File: config.mk
export PLATFORM = sky130hd
export DESIGN_NAME = mips_dmem_flat
export DESIGN_NICKNAME = d
export VERILOG_FILES = /design/src/rtl/mips_pkg.sv /design/src/rtl/mips_dmem_if.sv /design/src/rtl/mips_dmem_align.sv /design/src/rtl/mips_dmem.sv /design/src/flat_wrapper.sv
export SDC_FILE = /design/constraint.sdc
export NUM_CORES = 1
export LEC_CHECK = 0
export CAP_MARGIN = 20
export CORE_ASPECT_RATIO = 0.5
export CORE_MARGIN = 2
export CORE_UTILIZATION = 38
export DETAILED_ROUTE_END_ITERATION = 7
export GPL_TIMING_DRIVEN = 0
export SYNTH_ARGS = -nofsm -noshare
export SYNTH_HDL_FRONTEND = slang
export SYNTH_SLANG_ARGS = --single-unit
File: constraint.sdc
create_clock -name clk -period 4.4 [get_ports clk]
set_input_delay 0.66 -clock clk [delete_from_list [all_inputs] [get_ports clk]]
set_output_delay 0.66 -clock clk [all_outputs]
set_load 0.05 [all_outputs]
File: src/rtl/mips_pkg.sv
// Shared MIPS core definitions: opcodes, data-memory access sizes and the
// per-stage record used by the data-memory read pipeline.
package mips_pkg;

    typedef enum logic [5:0] {
        R_TYPE = 6'b000000,
        J      = 6'b000010,
        JAL    = 6'b000011,
        BEQ    = 6'b000100,
        BNE    = 6'b000101,
        ADDI   = 6'b001000,
        LB     = 6'b100000,
        LH     = 6'b100001,
        LW     = 6'b100011,
        LBU    = 6'b100100,
        LHU    = 6'b100101,
        SB     = 6'b101000,
        SH     = 6'b101001,
        SW     = 6'b101011
    } t_opcode;

    typedef enum logic [1:0] {
        SIZE_B   = 2'b00,
        SIZE_H   = 2'b01,
        SIZE_W   = 2'b10,
        SIZE_RSV = 2'b11
    } t_mem_size;

    typedef struct packed {
        logic        valid;
        logic [31:0] rdata;
        logic        err;
    } t_dmem_stage;

    // Reserved size reports 4 so the range check stays well defined; it errors anyway.
    function automatic logic [2:0] size_bytes(t_mem_size size);
        case (size)
            SIZE_B:  return 3'd1;
            SIZE_H:  return 3'd2;
            default: return 3'd4;
        endcase
    endfunction

endpackage

File: src/rtl/mips_dmem_if.sv
// Request/response channel between the MEM stage and the data memory.
interface mips_dmem_if #(
    parameter int ADDR_W = 32
);
    import mips_pkg::*;

    logic              req_valid;
    logic              req_ready;
    logic              req_write;
    t_mem_size         req_size;
    logic              req_unsigned;
    logic [ADDR_W-1:0] req_addr;
    logic [31:0]       req_wdata;
    logic              rsp_valid;
    logic              rsp_ready;
    logic [31:0]       rsp_rdata;
    logic              rsp_err;

    modport master (
        output req_valid, req_write, req_size, req_unsigned, req_addr, req_wdata, rsp_ready,
        input  req_ready, rsp_valid, rsp_rdata, rsp_err
    );

    modport slave (
        input  req_valid, req_write, req_size, req_unsigned, req_addr, req_wdata, rsp_ready,
        output req_ready, rsp_valid, rsp_rdata, rsp_err
    );

endinterface

File: src/rtl/mips_dmem_align.sv
// Byte-lane steering: store byte enables/lane data, load extraction and
// extension, and the alignment check for half and word accesses.
module mips_dmem_align
    import mips_pkg::*;
(
    input  t_mem_size   size,
    input  logic [1:0]  addr_lo,
    input  logic        is_unsigned,
    input  logic [31:0] wdata,
    input  logic [31:0] raw_word,
    output logic [3:0]  byte_en,
    output logic [31:0] wdata_lane,
    output logic [31:0] rdata_ext,
    output logic        misaligned
);

    logic [31:0] shifted;

    assign shifted = raw_word >> {addr_lo, 3'b000};

    // NOTE: every output gets a default first so no path through the case infers a latch.
    always_comb begin
        byte_en    = 4'b0000;
        wdata_lane = 32'h0;
        rdata_ext  = 32'h0;
        misaligned = 1'b0;
        case (size)
            SIZE_B: begin
                byte_en    = 4'(4'b0001 << addr_lo);
                wdata_lane = {4{wdata[7:0]}};
                rdata_ext  = is_unsigned ? {24'h0, shifted[7:0]}
                                         : {{24{shifted[7]}}, shifted[7:0]};
            end
            SIZE_H: begin
                byte_en    = 4'(4'b0011 << addr_lo);
                wdata_lane = {2{wdata[15:0]}};
                rdata_ext  = is_unsigned ? {16'h0, shifted[15:0]}
                                         : {{16{shifted[15]}}, shifted[15:0]};
                misaligned = addr_lo[0];
            end
            SIZE_W: begin
                byte_en    = 4'b1111;
                wdata_lane = wdata;
                rdata_ext  = raw_word;
                misaligned = (addr_lo != 2'b00);
            end
            default: ;
        endcase
    end

endmodule

File: src/rtl/mips_dmem.sv
// MEM-stage data memory: word array with byte-lane writes, error detection at
// accept, and an RD_LAT-deep response pipeline that stalls as one unit.
module mips_dmem
    import mips_pkg::*;
#(
    parameter int DEPTH_BYTES = 128,
    parameter int ADDR_W      = 32,
    parameter int RD_LAT      = 1
) (
    input logic          clk,
    input logic          rst,
    mips_dmem_if.slave   bus
);

    localparam int IDX_W  = $clog2(DEPTH_BYTES);
    localparam int WORDS  = DEPTH_BYTES / 4;
    localparam int WIDX_W = (IDX_W > 2) ? IDX_W - 2 : 1;
    localparam logic [ADDR_W:0] DEPTH_EXT = (ADDR_W + 1)'(DEPTH_BYTES);

    logic [31:0]       mem [WORDS];
    t_dmem_stage       stage_q [RD_LAT];

    logic              advance;
    logic              accept;
    logic [WIDX_W-1:0] word_idx;
    logic [31:0]       raw_word;
    logic [3:0]        byte_en;
    logic [31:0]       wdata_lane;
    logic [31:0]       rdata_ext;
    logic              misaligned;
    logic [ADDR_W:0]   last_ok;
    logic              out_of_range;
    logic              req_err;

    assign advance       = !stage_q[RD_LAT-1].valid || bus.rsp_ready;
    assign bus.req_ready = advance && !rst;
    assign accept        = bus.req_valid && bus.req_ready;

    assign word_idx = bus.req_addr[2 +: WIDX_W];
    assign raw_word = mem[word_idx];

    // Full-width compare, so any set address bit above the array also lands here.
    assign last_ok      = DEPTH_EXT - {{(ADDR_W - 2){1'b0}}, size_bytes(bus.req_size)};
    assign out_of_range = {1'b0, bus.req_addr} > last_ok;
    assign req_err      = misaligned || out_of_range || (bus.req_size == SIZE_RSV);

    mips_dmem_align u_align (
        .size        (bus.req_size),
        .addr_lo     (bus.req_addr[1:0]),
        .is_unsigned (bus.req_unsigned),
        .wdata       (bus.req_wdata),
        .raw_word    (raw_word),
        .byte_en     (byte_en),
        .wdata_lane  (wdata_lane),
        .rdata_ext   (rdata_ext),
        .misaligned  (misaligned)
    );

    // NOTE: the array has no reset; its contents survive rst and only the pipeline is cleared.
    always_ff @(posedge clk) begin
        if (accept && bus.req_write && !req_err) begin
            for (int b = 0; b < 4; b++) begin
                if (byte_en[b]) begin
                    mem[word_idx][8*b +: 8] <= wdata_lane[8*b +: 8];
                end
            end
        end
    end

    // NOTE: state uses non-blocking assignments so all stages shift on the same edge.
    always_ff @(posedge clk) begin
        if (rst) begin
            for (int i = 0; i < RD_LAT; i++) begin
                stage_q[i] <= '0;
            end
        end else if (advance) begin
            stage_q[0].valid <= accept;
            stage_q[0].rdata <= (accept && !bus.req_write && !req_err) ? rdata_ext : 32'h0;
            stage_q[0].err   <= accept && req_err;
            for (int i = 1; i < RD_LAT; i++) begin
                stage_q[i] <= stage_q[i-1];
            end
        end
    end

    assign bus.rsp_valid = stage_q[RD_LAT-1].valid;
    assign bus.rsp_rdata = stage_q[RD_LAT-1].rdata;
    assign bus.rsp_err   = stage_q[RD_LAT-1].err;

endmodule

File: src/flat_wrapper.sv
// flat-port wrapper written by rule: the top's interface ports become plain ports
module mips_dmem_flat import mips_pkg::*;
#(
    parameter int DEPTH_BYTES = 128,
    parameter int ADDR_W      = 32,
    parameter int RD_LAT      = 1
)
  (clk, rst, bus_req_valid, bus_req_write, bus_req_size, bus_req_unsigned, bus_req_addr, bus_req_wdata, bus_rsp_ready, bus_req_ready, bus_rsp_valid, bus_rsp_rdata, bus_rsp_err);
  mips_dmem_if #(.ADDR_W(ADDR_W)) bus_i ();
  input logic clk;
  input logic rst;
  input wire logic [$bits(bus_i.req_valid)-1:0] bus_req_valid;
  input wire logic [$bits(bus_i.req_write)-1:0] bus_req_write;
  input wire logic [$bits(bus_i.req_size)-1:0] bus_req_size;
  input wire logic [$bits(bus_i.req_unsigned)-1:0] bus_req_unsigned;
  input wire logic [$bits(bus_i.req_addr)-1:0] bus_req_addr;
  input wire logic [$bits(bus_i.req_wdata)-1:0] bus_req_wdata;
  input wire logic [$bits(bus_i.rsp_ready)-1:0] bus_rsp_ready;
  output wire logic [$bits(bus_i.req_ready)-1:0] bus_req_ready;
  output wire logic [$bits(bus_i.rsp_valid)-1:0] bus_rsp_valid;
  output wire logic [$bits(bus_i.rsp_rdata)-1:0] bus_rsp_rdata;
  output wire logic [$bits(bus_i.rsp_err)-1:0] bus_rsp_err;
  assign bus_i.req_valid = bus_req_valid;
  assign bus_i.req_write = bus_req_write;
  assign bus_i.req_size = bus_req_size;
  assign bus_i.req_unsigned = bus_req_unsigned;
  assign bus_i.req_addr = bus_req_addr;
  assign bus_i.req_wdata = bus_req_wdata;
  assign bus_i.rsp_ready = bus_rsp_ready;
  assign bus_req_ready = bus_i.req_ready;
  assign bus_rsp_valid = bus_i.rsp_valid;
  assign bus_rsp_rdata = bus_i.rsp_rdata;
  assign bus_rsp_err = bus_i.rsp_err;
  mips_dmem #(.DEPTH_BYTES(DEPTH_BYTES), .ADDR_W(ADDR_W), .RD_LAT(RD_LAT)) u_core (.clk(clk), .rst(rst), .bus(bus_i));
endmodule
==> impl_results.md <==
* Worst skew pair latency at 0.70 ns
* Fin crit period at 4.43 ns
* Ys Warns at 0
* Chip height at 238 microns
* Status: finished with violations
* Placed standard-cell area at 45,400 sq um
* Crit Path Max Fanout at 10
* Endpoints failing hold at 0
* Worst Hold Class: primary input to flip-flop
* Share of cells above drive strength 1 at 30.0%
* DRC Markers at 0
* Most common cell after layout, fill and taps aside: edfxtp_1
* Antenna cells at 0
* CTS H-tree lvls at 3
* Sequential element share of the synthesized area at 76.1%
* Top-area cell type share of the netlist area at 76.1%
* Placement Setup Slack at -1.86 ns
* FP Rows at 85
* Crit. End Element: flip-flop
* Worst EP arrival at 4.82 ns
* Most frequent cells in the layout: edfxtp_1, mux4_2, a22oi_1
* CORE AREA at 108,000 sq um
* Slew Limit Fails at 0
* Critical path's most frequent cell: nor2_1
* Crit path kind: primary input to flip-flop
* Slew @ Worst Pin at 1.14 ns
* Avg Cell Area, Syn at 20.1 sq um
* Number of buffers created by CTS at 96
* Final ANT Viol Nets at 0
* CTS Root Cell: clkbuf_16
* Syn Inst Count at 2,081
* DP Wirelength at 88.6 mm
* GP Congestion at 1.00
* Vias at 23,200
* Post-synth cell types at 63
* Clock sink total at 1,058
* Reg clk slew, reported paths at 0.06 ns
* Simple-Gate Fraction of Synth Area at 3.85%
* Compound-cell area share of the yosys netlist at 4.27%
* Max Cap Viol at 0
* Global route overflow at 0
* Worst Slack Setup Final at -0.0284 ns
* Initial DRT Pass Iterations at 5
* Multiplexer area fraction after synthesis at 13.7%
* Final instance area at 50,600 sq um
* Slowest cell on the critical path: nor2_1
* # IOs at 107
* Number of global-route vias before repair at 22,700
* Antenna violations before repair at 3
* Drt initial violations at 3,105
* Worst setup SP type: primary input
* GRT Util Overall at 22.6%
* Max-slew headroom at 24.3%
* Final setup fails at 7
* Area Overhead vs Synth at 21.3%
* Total die area at 113,000 sq um
* Number of flops mapped to enable cells by yosys at 1,058
* Post-CTS Hold Buffers at 0
* CTS tree: done
* Port Buffers at 103
* Clock Skews at 0.0162 ns
* Pwr dens at 411 nW/um^2
* FF+latch count, synth at 1,058
* DRT Wirelength at 127 mm
* Largest cells by area after synthesis: edfxtp_1, mux4_2, a22oi_1
* Global-route wire length before repair at 176 mm
* Synth area leader: edfxtp_1
* Detail-routed net length per standard cell at 32.6 microns
* Largest family of logic cells by synthesized area: multiplexers
* Crit path largest cell delay at 0.64 ns
* Failing checks: negative setup slack
* Lkg Pwr at 16.4 nW
* DIE WIDTH at 473 microns
* Max IR drop VDD at 0.277 mV
* Max Fclk at 226 MHz
* Most common flop cell mapped by yosys: edfxtp_1
* Initial cell density of the core at 38.5%
* Final nets at 2,476
* Xor-xnor portion of the synthesized cell area at 0%
* Clk buf depth at 3
* Adder-Cell Fraction of Synth Area at 0.300%
* Data required, critical path at 4.79 ns
* Worst path cell trace: clkdlybuf4s50_1 -> buf_2 -> nand2b_1 -> nor2_1 -> clkbuf_2 -> clkbuf_1 -> nand2_1 -> nor2_1 -> buf_6
* Via density at 5.93
* Tcrit/Tclk final at 101%
* Post-synthesis cell area at 41,700 sq um
* Post-synthesis async set-or-reset flop share at 0%
* Largest net degree at the start of global routing at 33
==> registers in the layout (all words and copies together), names as in the netlist <==
name / flops
u_core.stage_q: 34
u_core.mem: 1024
==> report_power, final <==
part | internal (W) | total, W | switching (W) | leakage (nW)
combinational | 0.000469 | 0.00140 | 0.000933 | 4.47
clock | 0.00452 | 0.00823 | 0.00372 | 1.47
sequential | 0.0112 | 0.0112 | 0.00000437 | 10.5
==> synth_stat cells, types with 2 or more instances <==
master and n:
buf_2 33, or3_1 3, nand4_1 25, and4_1 2, o32ai_1 2, a21oi_1 46, inv_1 9, and2_1 11
o221ai_1 3, or4b_2 2, ha_1 10, or4bb_1 2, buf_1 5, a22oi_1 119, nand2_2 8, or3b_2 2
nand2_1 72, mux4_2 233, mux2_2 5, o21ai_1 3, a221oi_1 5, nor2_1 173, nor4_1 8, nand2b_1 6
mux2i_1 43, nor2b_1 5, o22ai_1 12, clkbuf_1 58, o21ai_0 12, edfxtp_1 1058, a22o_1 19, nand3b_1 4
a211oi_1 5, buf_4 9, and3_1 5, nand3_1 5, a31oi_1 4, a222oi_1 7, buf_6 18, nor3_1 7
==> worst paths after layout <==
path	from	end	slack (ns)	depth (start not counted)
hold / removal	bus_req_valid	u_core.stage_q[0][33]	0.75	2
setup reg to reg	u_core.mem[31][24]	u_core.stage_q[0][9]	1.40	7
hold reg to reg	u_core.stage_q[0][33]	u_core.stage_q[0][33]	0.85	2
setup / recovery	bus_req_addr[4]	u_core.mem[21][18]	-0.03	9
==> area by class of cell <==
cell class	instances	area, sq um
buffer	123	713
multi-input combinational	891	10300
sequential	1058	31800
inverter	10	41.3
tap	1435	1800
clock inverter	62	488
fill	8883	57700
clock buffer	113	2530
timing repair buffer	214	2970
==> timing repair <==
| action | in CTS | in global routing |
|---|---|---|
| gates resized for setup | 248 | 32 |
| setup endpoints to repair | 1035 | 860 |
| pin swaps | 48 | 27 |
| buffers inserted | 42 | 23 |
==> stage by stage <==
| step | cells | hold WS [ns] | util, % | TNS (ns) | total power, W |
|---|---|---|---|---|---|
| 2_1_floorplan | 2082 | 0.821 | - | 0 | 0.0121 |
| 3_3_place_gp | 3620 | 0.827 | 41.2 | -1847.97 | 0.0127 |
| 3_5_place_dp | 3662 | 0.840 | 41.9 | -1430.67 | 0.0128 |
| 4_1_cts | 3879 | 0.705 | 46.2 | -16.24 | 0.0209 |
| 5_1_grt | 3906 | 0.732 | 46.7 | -0.0135 | 0.0214 |
| 6_report | 3906 | 0.748 | 46.7 | -0.167 | 0.0208 |
==> routing by layer <==
| layer | routed length [microns] | up-vias | part of all wire, % | track usage [%] |
|---|---|---|---|---|
| met5 | 0 | - | 0 | 0 |
| met4 | 3650 | 0 | 2.9 | 6.67 |
| met3 | 11500 | 179 | 9.1 | 5.02 |
| met2 | 60000 | 1223 | 47 | 35.7 |
| met1 | 52300 | 12500 | 41 | 31.6 |
| li1 | - | 9292 | - | - |
==> worst max-delay path, delay by kind of cell <==
kind,cells,cell delay (ns)
AND/OR/NAND/NOR,4,1.88
buffers and inverters,5,2.24
==> cell families after synthesis <==
family / count (synthesis)
other cells: 1
simple gates: 348
mux: 281
flops: 1058
fa+ha+maj: 10
buf+inv: 133
compound gates: 250
Note: power is estimated with default switching activity, not from simulation.
